<file path="src/rtl/secp256k1_pkg.sv">
// rtl/secp256k1_pkg.sv - shared secp256k1 constants, recoder state type and digit helper
package secp256k1_pkg;

    localparam logic [255:0] CURVE_N =
        256'hFFFFFFFF_FFFFFFFF_FFFFFFFF_FFFFFFFE_BAAEDCE6_AF48A03B_BFD25E8C_D0364141;
    localparam logic [255:0] CURVE_P =
        256'hFFFFFFFF_FFFFFFFF_FFFFFFFF_FFFFFFFF_FFFFFFFF_FFFFFFFF_FFFFFFFE_FFFFFC2F;

    // One digit per bit of a 257-bit working value, hence 257 buffer slots.
    localparam int BUF_DEPTH = 257;
    localparam int BUF_AW    = 9;

    typedef enum logic [1:0] {
        ST_IDLE,
        ST_REDUCE,
        ST_RECODE,
        ST_EMIT
    } wnaf_state_t;

    // Largest digit magnitude produced for window width w.
    function automatic int wnaf_digit_max(input int w);
        return (1 << (w - 1)) - 1;
    endfunction

endpackage

</file>
<file path="src/rtl/secp256k1_wnaf_digit_buf.sv">
// rtl/secp256k1_wnaf_digit_buf.sv - 257 x W digit register file, sync write, comb read
module secp256k1_wnaf_digit_buf
    import secp256k1_pkg::*;
#(
    parameter int W = 4
) (
    input  logic              clk,
    input  logic              i_we,
    input  logic [BUF_AW-1:0] i_waddr,
    input  logic [W-1:0]      i_wdata,
    input  logic [BUF_AW-1:0] i_raddr,
    output logic [W-1:0]      o_rdata
);

    logic [W-1:0] r_mem [BUF_DEPTH];

    // Digit store; contents are don't-care after reset so no reset branch.
    always_ff @(posedge clk) begin
        if (i_we && (i_waddr < BUF_AW'(BUF_DEPTH))) begin
            r_mem[i_waddr] <= i_wdata;
        end
    end

    // Out-of-range reads (index underflow past slot 0) return zero.
    assign o_rdata = (i_raddr < BUF_AW'(BUF_DEPTH)) ? r_mem[i_raddr] : '0;

endmodule

</file>
<file path="src/rtl/secp256k1_wnaf_recoder.sv">
// rtl/secp256k1_wnaf_recoder.sv - scalar to wNAF digit stream, MSB first; optional SECP256K1_WNAF_REDUCE_EN
module secp256k1_wnaf_recoder
    import secp256k1_pkg::*;
#(
    parameter int W = 4
) (
    input  logic          clk,
    input  logic          rst,
    input  logic          start,
    input  logic [255:0]  k,
    output logic          busy,
    output logic          digit_valid,
    input  logic          digit_ready,
    output logic [W-1:0]  digit,
    output logic          digit_last,
    output logic          k_zero
);

    localparam int RW = 257;

    wnaf_state_t       r_state;
    logic [RW-1:0]     r_work;
    logic [BUF_AW-1:0] r_i;
    logic [BUF_AW-1:0] r_j;
    logic              r_busy;
    logic              r_valid;
    logic [W-1:0]      r_digit;
    logic              r_last;
    logic              r_kzero;

    logic [W-1:0]      w_d;
    logic [RW-1:0]     w_d_ext;
    logic [RW-1:0]     w_sub;
    logic [RW-1:0]     w_next;
    logic [BUF_AW-1:0] w_raddr;
    logic [W-1:0]      w_rdata;
    logic              w_we;

    // An odd value's low W bits read as a signed number are exactly the wNAF digit.
    assign w_d     = r_work[0] ? r_work[W-1:0] : '0;
    assign w_d_ext = {{(RW - W){w_d[W-1]}}, w_d};
    assign w_sub   = r_work - w_d_ext;
    assign w_next  = w_sub >> 1;
    assign w_we    = (r_state == ST_RECODE);
    assign w_raddr = r_j - BUF_AW'(1);

`ifdef SECP256K1_WNAF_REDUCE_EN
    logic [RW-1:0] w_red;
    assign w_red = (r_work >= {1'b0, CURVE_N}) ? (r_work - {1'b0, CURVE_N}) : r_work;
`endif

    secp256k1_wnaf_digit_buf #(.W(W)) u_buf (
        .clk     (clk),
        .i_we    (w_we),
        .i_waddr (r_i),
        .i_wdata (w_d),
        .i_raddr (w_raddr),
        .o_rdata (w_rdata)
    );

    // Control FSM with registered outputs; the zero check happens on the way into RECODE.
    always_ff @(posedge clk or posedge rst) begin
        if (rst) begin
            r_state <= ST_IDLE;
            r_work  <= '0;
            r_i     <= '0;
            r_j     <= '0;
            r_busy  <= 1'b0;
            r_valid <= 1'b0;
            r_digit <= '0;
            r_last  <= 1'b0;
            r_kzero <= 1'b0;
        end else begin
            r_kzero <= 1'b0;
            case (r_state)
                ST_IDLE: begin
                    if (start) begin
                        r_work <= {1'b0, k};
                        r_i    <= '0;
`ifdef SECP256K1_WNAF_REDUCE_EN
                        r_state <= ST_REDUCE;
                        r_busy  <= 1'b1;
`else
                        if (k == '0) begin
                            r_kzero <= 1'b1;
                        end else begin
                            r_state <= ST_RECODE;
                            r_busy  <= 1'b1;
                        end
`endif
                    end
                end
`ifdef SECP256K1_WNAF_REDUCE_EN
                ST_REDUCE: begin
                    if (w_red == '0) begin
                        r_kzero <= 1'b1;
                        r_busy  <= 1'b0;
                        r_state <= ST_IDLE;
                    end else begin
                        r_work  <= w_red;
                        r_state <= ST_RECODE;
                    end
                end
`endif
                ST_RECODE: begin
                    r_work <= w_next;
                    r_i    <= r_i + BUF_AW'(1);
                    if (w_next == '0) begin
                        // The digit being written is buf[top]; forward it directly.
                        r_j     <= r_i;
                        r_valid <= 1'b1;
                        r_digit <= w_d;
                        r_last  <= (r_i == '0);
                        r_state <= ST_EMIT;
                    end
                end
                ST_EMIT: begin
                    if (r_valid && digit_ready) begin
                        if (r_j == '0) begin
                            r_valid <= 1'b0;
                            r_digit <= '0;
                            r_last  <= 1'b0;
                            r_busy  <= 1'b0;
                            r_state <= ST_IDLE;
                        end else begin
                            r_j     <= w_raddr;
                            r_digit <= w_rdata;
                            r_last  <= (r_j == BUF_AW'(1));
                        end
                    end
                end
                default: r_state <= ST_IDLE;
            endcase
        end
    end

    assign busy        = r_busy;
    assign digit_valid = r_valid;
    assign digit       = r_digit;
    assign digit_last  = r_last;
    assign k_zero      = r_kzero;

endmodule

</file>
<file path="config.mk">
export PLATFORM = sky130hd
export DESIGN_NAME = secp256k1_wnaf_recoder
export DESIGN_NICKNAME = d
export VERILOG_FILES = /design/src/rtl/secp256k1_pkg.sv /design/src/rtl/secp256k1_wnaf_digit_buf.sv /design/src/rtl/secp256k1_wnaf_recoder.sv
export SDC_FILE = /design/constraint.sdc
export NUM_CORES = 2
export LEC_CHECK = 0
export ABC_AREA = 1
export CELL_PAD_IN_SITES_DETAIL_PLACEMENT = 1
export CELL_PAD_IN_SITES_GLOBAL_PLACEMENT = 1
export CORE_MARGIN = 1.5
export CORE_UTILIZATION = 50
export DETAILED_ROUTE_END_ITERATION = 16
export PLACE_DENSITY_LB_ADDON = 0.1
export SLEW_MARGIN = 20
export SYNTH_ARGS = -nofsm -noshare
export SYNTH_HDL_FRONTEND = slang
export SYNTH_SLANG_ARGS = --single-unit
</file>
<file path="constraint.sdc">
create_clock -name clk -period 35.4 [get_ports clk]
set_input_delay 10.62 -clock clk [delete_from_list [all_inputs] [get_ports clk]]
set_output_delay 10.62 -clock clk [all_outputs]
set_load 0.01 [all_outputs]
</file>
==> flow_summary.toml, run 1 <==
[outcome]
status = "aborted with a tool error"
lastStage = "global routing (5_1_grt)"
firstError = "[ERROR GRT-0232] Routing congestion too high. Check the congestion heatmap in the GUI."

[clock_tree]
cts_made_buffers = 139
ctsHtreeMaxLevel = 4
numClockSinks = 1312
clockBufferDepth = 3
hold_buffers = 0
ctsResizeCount = 0
post_cts_buffers = 0
root_buffer = "clkbuf_16"

[global_routing]
grt_start_max_net_pins = 196
antenna_found_initial = 108
grt.total_usage = 0.8125
gr-total-overflow = 592

[synth]
ys_seq_elements = 1312
syn_inst = 11950
synth_edf_count = 1028
yosys_warnings = 0
synthArstFlopShare = 0.2165
synthFlopType = "edfxtp_1"
ys_types = 53
synth_area_per_cell_um2 = 7.232
syn-cell-area_um2 = 86390
ys_seq_area_frac = 0.4396
synth_nets = 12500

[placement]
place_inst = 14220
dpl.hpwl_um = 352700
gp_congestion = 1.169
placed_area_um2 = 91280
dpl_worst_slack_ns = 20.89
io_buffers = 267

[floorplanning]
start_util = 0.5036
pin_count = 268
die_w_um = 418.7
die_height_um = 418.7
rows = 152
per-stage QoR:
step | hold slack (ns) | util
floorplan | 0.4555 | -
global placement | 0.4725 | 0.5321
detailed placement | 0.4844 | 0.5321
CTS | 0.4982 | 0.5588
per-layer routing:
layer | global-route usage | overflow
met2 | 0.9238 | 207
met4 | 0.7182 | 227
met1 | 0.8588 | 73
met3 | 0.6893 | 75
met5 | 0.5285 | 10
logic make-up after synthesis:
family,Yosys count,share of synthesized area
and+or+nand+nor,6169,0.2888
AOI/OAI and AO/OA,2110,0.1383
buffers and inverters,2041,0.08890
DFF,1312,0.4396
adders and majority gates,290,0.04200
xor gates and xnor gates,21,0.002129
muxes,2,0.0002607
synthesized netlist by cell type, types with 5 or more instances:
master,instances,share of area
a21o_1,7,0.00061
a21oi_1,844,0.049
a221o_1,7,0.00081
a221oi_1,164,0.017
a22o_1,5,0.00051
a32o_1,15,0.0017
and2_1,7,0.00051
buf_1,32,0.0014
buf_2,6,0.00035
clkbuf_1,327,0.014
clkinv_1,10,0.00043
dfrtp_1,284,0.082
edfxtp_1,1028,0.36
ha_1,290,0.042
inv_1,1616,0.070
inv_2,49,0.0021
nand2_1,3818,0.17
nand2_2,27,0.0020
nand3_1,354,0.021
nand3_2,12,0.0014
nand3b_1,85,0.0074
nand4_1,88,0.0064
nor2_1,1528,0.066
nor2_2,57,0.0041
nor3_1,78,0.0045
nor3_2,21,0.0024
nor4_1,78,0.0056
o211ai_1,29,0.0025
o21a_1,5,0.00043
o21ai_0,846,0.049
o21bai_1,67,0.0058
o221ai_1,58,0.0059
o22ai_1,22,0.0016
o311ai_0,19,0.0019
o31ai_1,6,0.00052
or3_1,5,0.00036
xnor2_1,9,0.00091
xor2_1,12,0.0012
==> inputs of run 2 (changes only) <==
--- a/config.mk
+++ b/config.mk
@@ -6,12 +6,10 @@
 export NUM_CORES = 2
 export LEC_CHECK = 0
 export ABC_AREA = 1
-export CELL_PAD_IN_SITES_DETAIL_PLACEMENT = 1
-export CELL_PAD_IN_SITES_GLOBAL_PLACEMENT = 1
 export CORE_MARGIN = 1.5
-export CORE_UTILIZATION = 50
+export CORE_UTILIZATION = 40
 export DETAILED_ROUTE_END_ITERATION = 16
-export PLACE_DENSITY_LB_ADDON = 0.1
+export PLACE_DENSITY_LB_ADDON = 0.15
 export SLEW_MARGIN = 20
 export SYNTH_ARGS = -nofsm -noshare
 export SYNTH_HDL_FRONTEND = slang
==> run 2 against run 1 <==
The run now ends clean; synthesized area is the same; synthesized cell count is the same.
==> flow_summary.toml, run 2 <==
[outcome]
status = "complete, no violations"

[placement]
io_buffers = 267
dpl.hpwl_um = 343300
placed_area_um2 = 92070
gp_congestion = 1.174

[timing]
hold_slack_ns = 0.4923
rsz0062_at_grt = "no"
fmax_mhz = 74.87
hold_violations = 0
fin_skew_ns = 0.08400
period_needed_ns = 13.36
slew_viol_final = 0
setup_violations = 0
timing.setup.tns_ns = 0
tightest_slew_ns = 1.388
relSlewSlack = 0.06512
timing.final.crit_share = 0.3773

[synth]
ys_seq_area_frac = 0.4396
synth_nets = 12500
yosys_warnings = 0
ys_seq_elements = 1312
synthArstFlopShare = 0.2165
synth_edf_count = 1028
yosysTopAreaCell = "edfxtp_1"
synth_top_area_frac = 0.3573
synth_most_common_cell = "nand2_1"
synth_area_per_cell_um2 = 7.232
synthFlopType = "edfxtp_1"
synthTopCellsByCount = "nand2_1 (3818), inv_1 (1616), nor2_1 (1528)"
ys_types = 53
syn-cell-area_um2 = 86390
syn_inst = 11950
ys_top_cells_by_area = "edfxtp_1 (36%), nand2_1 (17%), dfrtp_1 (8.2%)"

[floorplanning]
die_height_um = 467.7
die_area_um2 = 218800
start_util = 0.4025
core_area_um2 = 214600
rows = 170
pin_count = 268
die_w_um = 467.7

[final_layout]
layout.nets = 12630
reg_top3 = "u_buf.r_mem x1028, r_work x256"
final_cell_mix = "nand2_1 (3818), inv_1 (1606), nor2_1 (1526)"
top_register = "u_buf.r_mem"
final.fill_count = 21860
final_area_um2 = 97100
largest_register_ffs = 1028
final_layout_size_suffix_gt1_frac = 0.04052
ff_latch_area_um2 = 37990
multiInputGateArea_um2 = 40850
synthToLayoutAreaGrowth_pct = 12.39
final_common_cell = "nand2_1"

[clock_tree]
hold_buffers = 0
cts_tree = "yes"
cts.clk_slew.worst_paths_ns = 0.06
clockBufferDepth = 3
clk_latency_ns = 0.86
cts_made_buffers = 144
post_cts_buffers = 0
ctsResizeCount = 0
ctsHtreeMaxLevel = 4
root_buffer = "clkbuf_16"
numClockSinks = 1312

[global_routing]
grt.total_usage = 0.3822
grt_pass1_wl_um = 591500
antenna_found_initial = 33
grt_pass1_vias = 79310
gr-total-overflow = 0
grt_start_max_net_pins = 155

[run]
drv_cap = 0

[power]
power.internal_mw = 4.578
switching_share = 0.5809
p_per_area_nw_per_um2 = 112.5
power.total_mw = 10.93
power_frac_seq = 0.200
clkPwrFrac = 0.145
ir_worst_vdd_mv = 0.06660
leakagePower_nw = 41.97
power_frac_comb = 0.655
power.switching_mw = 6.347

[drt]
drc = 0
vias = 86160
drtAntennaViolNets = 0
drt_iter0_markers = 11170
viasPerCell = 5.724
drt_pass1_iterations = 7
wl_per_cell_um = 28.49
routed_wl_um = 428800

[worst_setup_path]
critPathMaxStageDelay_ns = 0.75
rr_worst_depth = 26
cp_max_fo = 3
cp.arrival_ns = 14.03
crit_chain = "clkdlybuf4s50_1 -> nor4_1 -> nand4_1 -> nor4_1 -> nand4_1 -> or2_2 -> nand2_1 -> nor2_1 -> o21ai_0 -> inv_1"
worstPathRequired_ns = 36.07
critPathLaunchType = "primary input"
r2r_start = "r_work[0]"
cp-end-kind = "flip-flop"
r2r-end = "r_j[0]"
worstSetupPathType = "primary input to flip-flop"
slowest_stage = "nor4_1"
r2r_slack_ns = 26.29

[worst_hold_path]
hold_end = "r_work[42]"
hold_path_depth = 2
hold_start = "r_work[42]"
hold_path_class = "flip-flop to flip-flop"
[run 2: cell counts after synthesis]
Identical to the previous run, type by type.
[run 2: worst max-delay path, delay by kind of cell]
family	cells	cell delay [ns]
and+or+nand+nor	7	2.68
AOI/OAI and AO/OA	1	0.21
buffers and inverters	2	0.51
[run 2: cells by family after synthesis]
| family | count (synthesis) | share of synthesized area |
|---|---|---|
| DFF | 1312 | 0.4396 |
| muxes | 2 | 0.0002607 |
| buffers and inverters | 2041 | 0.08890 |
| adders and majority gates | 290 | 0.04200 |
| xor gates and xnor gates | 21 | 0.002129 |
| and+or+nand+nor | 6169 | 0.2888 |
| AOI/OAI and AO/OA | 2110 | 0.1383 |
[run 2: worst max-delay path by stage]
stage / startpoint / endpoint / slack [ns] / depth (start not counted)
after global routing: k[47] / r_state[1] / 22.00 / 10
after global placement: k[47] / r_state[1] / 21.17 / 10
after floorplan: rst / busy / 16.94 / 1
after CTS: k[47] / r_state[1] / 22.01 / 10
final: k[47] / r_state[1] / 22.04 / 10
after detailed placement: k[47] / r_state[1] / 21.17 / 10
[run 2: metal layers]
layer	global-route usage	vias up	part of all wire
li1	-	39460	-
met1	0.5322	41590	0.43
met2	0.5720	4442	0.43
met3	0.07639	660	0.097
met4	0.1709	8	0.051
met5	0	-	0.00014
[run 2: final cells by class]
class / instances / share of cell area
inverter: 1675 / 0.06535
clock inverter: 88 / 0.01242
antenna: 23 / 0.0005928
clock buffer: 175 / 0.03872
multi-input combinational: 8592 / 0.4207
sequential: 1312 / 0.3912
timing repair buffer: 351 / 0.03441
tap: 2838 / 0.03657
[run 2: metrics by stage]
step,worst slack [ns],cells,utilization
floorplan,16.94,11950,-
global placement,21.17,14770,0.4290
detailed placement,21.17,14770,0.4290
CTS,22.01,15030,0.4521
global route,22.00,15040,0.4522
finish,22.04,15050,0.4524
[run 2: power by group through the flow]
stage	clock network, mW	registers, mW	logic (mW)
floorplan	0	2.14	3.80
global placement	0	2.20	6.82
detailed placement	0	2.20	6.81
CTS	1.61	2.17	6.84
global route	1.67	2.19	7.53
finish	1.59	2.18	7.16
Power figures use the tool's default switching activity.
